--- src/rtl/tempo_sequencer.sv ---
// rtl/tempo_sequencer.sv - round-timing controller: programs divider period, counts ticks per response window
// Optional pause support is compiled in with `define TEMPO_PAUSE_EN.
module tempo_sequencer #(
  parameter int W            = 27,
  parameter int INIT_PERIOD  = 100_000_000,
  parameter int MIN_PERIOD   = 25_000_000,
  parameter int STEP         = 5_000_000,
  parameter int WINDOW_TICKS = 3
) (
  input  logic         clk,
  input  logic         reset,
  input  logic         start,
  input  logic         hit,
  input  logic         miss,
`ifdef TEMPO_PAUSE_EN
  input  logic         pause,
`endif
  input  logic         tick,
  output logic [W-1:0] period,
  output logic         div_reset,
  output logic         round_active,
  output logic         round_pass,
  output logic         game_over,
  output logic [7:0]   level,
  output logic [3:0]   ticks_left
);

`ifdef TEMPO_PAUSE_EN
  typedef enum logic [2:0] {IDLE, ARM, RUN, SCORE, OVER, PAUSE} state_t;
`else
  typedef enum logic [2:0] {IDLE, ARM, RUN, SCORE, OVER} state_t;
`endif

  localparam logic [W-1:0] INIT_P    = W'(INIT_PERIOD);
  localparam logic [W-1:0] MIN_P     = W'(MIN_PERIOD);
  localparam logic [W:0]   STEP_X    = (W+1)'(STEP);
  localparam logic [W:0]   FLOOR_SUM = (W+1)'(STEP) + (W+1)'(MIN_PERIOD);
  localparam logic [3:0]   WIN_T     = 4'(WINDOW_TICKS);

  state_t       state, state_next;
  logic         first_run;
  logic         count_tick;
  logic [W:0]   period_x;
  logic [W:0]   period_dec;
  logic [W-1:0] period_next;

  // Widened subtraction so a small period never wraps below the floor.
  always_comb begin
    period_x    = {1'b0, period};
    period_dec  = period_x - STEP_X;
    period_next = (period_x < FLOOR_SUM) ? MIN_P : period_dec[W-1:0];
  end

  always_comb begin
    state_next = state;
    count_tick = 1'b0;
    case (state)
      IDLE:  if (start) state_next = ARM;
      ARM:   state_next = RUN;
      RUN: begin
        if (miss) begin
          state_next = OVER;
        end else if (hit) begin
          state_next = SCORE;
`ifdef TEMPO_PAUSE_EN
        end else if (pause) begin
          state_next = PAUSE;
`endif
        end else if (tick && !first_run) begin
          count_tick = 1'b1;
          if (ticks_left == 4'd1) state_next = OVER;
        end
      end
      SCORE: state_next = ARM;
      OVER:  if (start) state_next = ARM;
`ifdef TEMPO_PAUSE_EN
      PAUSE: if (!pause) state_next = RUN;
`endif
      default: state_next = IDLE;
    endcase
  end

  always_ff @(posedge clk) begin
    if (reset) begin
      state      <= IDLE;
      period     <= INIT_P;
      level      <= 8'd0;
      ticks_left <= 4'd0;
      first_run  <= 1'b0;
    end else begin
      state <= state_next;
      if ((state == IDLE || state == OVER) && start) begin
        period <= INIT_P;
        level  <= 8'd0;
      end
      if (state == ARM) begin
        ticks_left <= WIN_T;
        first_run  <= 1'b1;
      end
`ifdef TEMPO_PAUSE_EN
      // The divider restarts from 0 on resume, so its first tick is masked again.
      if (state == PAUSE) first_run <= 1'b1;
`endif
      if (state == RUN) begin
        first_run <= 1'b0;
        if (count_tick) ticks_left <= ticks_left - 4'd1;
      end
      if (state == SCORE) begin
        level  <= (level == 8'd255) ? 8'd255 : level + 8'd1;
        period <= period_next;
      end
    end
  end

  always_comb begin
    round_active = (state == RUN);
    round_pass   = (state == SCORE);
    game_over    = (state == OVER);
    div_reset    = (state != RUN) && (state != SCORE);
  end

endmodule

--- config.mk ---
export PLATFORM = sky130hd
export DESIGN_NAME = tempo_sequencer
export DESIGN_NICKNAME = d
export VERILOG_FILES = /design/src/rtl/tempo_sequencer.sv
export SDC_FILE = /design/constraint.sdc
export NUM_CORES = 1
export LEC_CHECK = 0
export BUFFER_PORTS_ARGS = -buffer_cell sky130_fd_sc_hd__buf_2
export CAP_MARGIN = 20
export CORE_ASPECT_RATIO = 0.9
export CORE_MARGIN = 1
export CORE_UTILIZATION = 40
export CTS_CLUSTER_DIAMETER = 40
export DETAILED_ROUTE_END_ITERATION = 16
export PLACE_DENSITY = 0.69
export RECOVER_POWER = 50
export SLEW_MARGIN = 10
export SYNTH_ARGS = -nofsm -noshare
export SYNTH_HDL_FRONTEND = slang
export SYNTH_SLANG_ARGS = --single-unit
--- constraint.sdc ---
create_clock -name clk -period 1.75 [get_ports clk]
set_clock_uncertainty 0.05 [all_clocks]
set_input_delay 0.0875 -clock clk [delete_from_list [all_inputs] [get_ports clk]]
set_output_delay 0.0875 -clock clk [all_outputs]
set_load 0.02 [all_outputs]
==> results_dict.tcl <==
set metrics [dict create \
    wl_mm 5.60 \
    yosysWarnings 0 \
    grt_pass1_vias 1925 \
    die_x_um 79.0 \
    finalCritPeriodShare_pct 100 \
    worst_slack_ns -0.00820 \
    cp_slowest_stage_delay_ns 0.36 \
    yosysMostFrequentCell "dfxtp_1" \
    synth_largest_area_cell "dfxtp_1" \
    cp-start-kind "register" \
    wire_per_inst_um 13.6 \
    setup_viol 1 \
    r2r_slack_ns -0.008 \
    yosysTopAreaCellShare_pct 34.7 \
    synth_edf_count 0 \
    rr_worst_depth 5 \
    worstPathRequired_ns 1.88 \
    tritoncts "built" \
    ir_drop_v 0.000494 \
    htreeDepth 2 \
    crit_fanout 5 \
    p_switching_uw 718 \
    total_power_mw 2.22 \
    synth-async-reset-ratio_pct 0 \
    fin_hold_ws_ns 0.0851 \
    post-place-ws_ns -0.0701 \
    drive_gt1_share_pct 30.3 \
    crit_type "reg -> reg" \
    hold_viol 0 \
    dp_cells 400 \
    cts_inserted_buffers 5 \
    synth.distinct_cells 66 \
    rows 24 \
    clk_pin_slew_ns 0.07 \
    grt_pass1_wl_mm 9.11 \
    power_density_mw_per_mm2 775 \
    grt_max_degree 20 \
    nets 356 \
    hold_path_depth 3 \
    synth_area_sq_mm 0.00214 \
    track_usage_pct 20.6 \
    die_h_um 71.3 \
    synth_area_leaders "dfxtp_1 35%, o21ai_0 6.3%, a21oi_1 5.6%" \
    postRouteAntennaNets 0 \
    seqPwrFrac_pct 42.1 \
    intPower_mw 1.50 \
    combPwrFrac_pct 30.8 \
    min_period_ns 1.76 \
    clkPwrFrac_pct 27.1 \
    antenna_found_initial 0 \
    ios 49 \
    dieArea_sq_mm 0.00564 \
    synth_seq_cells 37 \
    swShare_pct 32.3 \
    rsz0062_at_grt "yes" \
    hold_path.class "in -> reg" \
    port_buffers 42 \
    final_cells 411 \
    violations "setup timing" \
    max-cap-violations 0 \
    synthFlopType "dfxtp_1" \
    setup_tns_ns -0.00820 \
    clk_latency_ns 0.29 \
    hold_buffers 0 \
    tightest_slew_ns 0.543 \
    vias 2236 \
    drtPass1Iterations 4 \
    min-delay-start "reset" \
    cts-root-buf "clkbuf_8" \
    reg2reg_from "period[21]$_SDFFE_PP1P_" \
    crit_chain "or2_4 > nor4b_4 > a21bo_2 > o21ai_1 > a221o_1" \
    outcome "complete, but fails checks" \
    max_slew_margin_pct 63.7 \
    initial_core_util_pct 42.9 \
    cts_sinks 37 \
    synth_top_cells_by_count "37 x dfxtp_1, 27 x nor2_1, 27 x o21ai_0, 24 x a21oi_1, 15 x nand2_1" \
    synth_area_per_cell_sq_um 8.25 \
    fmax_mhz 569 \
    p_leak_nw 1.16 \
    via_per_inst 5.44 \
    drt-initial-drc-count 191 \
    grt.overflow.total 0 \
    core_region_area_sq_mm 0.00498 \
    cp-end-kind "register" \
    worstPathArrival_ns 1.89 \
    diodes 0 \
    gp_congestion 0.802 \
    hpwl_mm 4.20 \
    cp_slowest_cell "nor4b_4" \
    slew_violations 0 \
    r2r-end "period[15]$_SDFFE_PP1P_" \
    clockBufferDepth 2 \
    yosysSeqAreaShare_pct 34.7 \
    min_to "period[26]$_SDFFE_PP1P_" \
    synthToLayoutAreaGrowth_pct 34.0 \
    synth_cells 259 \
    drcViolationCount 0 \
]
==> final cells by class <==
cell class              instances  area [sq um]
well taps                      65          81.3
repair buffers                 87           524
fillers                       490          2120
inverters                      12          45.0
multi-input cells             203          1370
flip-flops and latches         37           758
clock buffers                   7          86.3
==> critical path, delay by kind of cell (launching register included) <==
family / cells / cell delay, ns
flip-flops: 1 / 0.34
AO/OA/AOI/OAI: 3 / 0.65
AND/OR/NAND/NOR: 2 / 0.62
==> what timing repair did <==
action	in CTS	in global routing
setup endpoints to repair	8	18
gates resized for setup	9	15
buffers inserted	1	3
pin swaps	5	11
==> kinds of logic after synthesis <==
logic type                 share of synthesized area [%]
xor gates and xnor gates                            2.46
other                                              0.175
buffers and inverters                               5.80
adders and majority gates                           2.34
AOI/OAI and AO/OA                                   27.0
muxes                                               2.87
and+or+nand+nor                                     24.7
DFF                                                 34.7
==> layer usage <==
metal	vias up	GRT usage, %	part of all wire [%]
met5	-	0	0
met4	0	4.85	1.2
met3	6	4.33	5.5
met2	63	31.7	45
met1	1060	29.4	49
li1	1107	-	-
==> metrics by stage <==
| step | util, % | area [sq um] |
|---|---|---|
| floorplan | - | 2170 |
| global placement | 54.1 | 2700 |
| detailed placement | 54.1 | 2700 |
| CTS | 56.4 | 2810 |
| global route | 57.4 | 2860 |
| finish | 57.4 | 2860 |
==> power by group through the flow <==
stage | logic (mW) | registers [mW] | clock network (mW)
final | 0.684 | 0.934 | 0.601
after global routing | 0.751 | 0.941 | 0.652
after global placement | 0.602 | 0.950 | 0
after CTS | 0.637 | 0.935 | 0.620
after detailed placement | 0.608 | 0.954 | 0
after floorplan | 0.308 | 1.03 | 0
==> layout by cell type, fill, tap and decap left out, drive strengths merged, types with 5 or more instances in the layout <==
cell type	netlist	layout
nand2	15	15
clkbuf	5	36
nand3	5	5
o21ai	30	30
conb	1	6
dfxtp	37	37
mux2i	5	5
inv	12	12
nor2b	5	5
nor2	27	27
a21oi	25	25
nor3	14	14
buf	7	58
==> worst max-delay path by stage <==
stage | start | end | slack, ns | cells past startpoint
floorplan | state[1]$_SDFFE_PP0P_ | ticks_left[3]$_SDFF_PP0_ | -0.07 | 4
global placement | period[6]$_SDFFE_PP0P_ | period[24]$_SDFFE_PP1P_ | -0.04 | 7
detailed placement | period[6]$_SDFFE_PP0P_ | period[24]$_SDFFE_PP1P_ | -0.07 | 7
CTS | period[6]$_SDFFE_PP0P_ | period[16]$_SDFFE_PP1P_ | 0.006 | 8
global route | period[17]$_SDFFE_PP0P_ | period[15]$_SDFFE_PP1P_ | -0.09 | 5
finish | period[21]$_SDFFE_PP1P_ | period[15]$_SDFFE_PP1P_ | -0.008 | 5
==> state kept, by name, indices dropped and copies added (netlist names) <==
register / cells
state: 3
first_run: 1
ticks_left: 4
period: 21
level: 8
No activity file was read; power rests on OpenSTA's default activity.
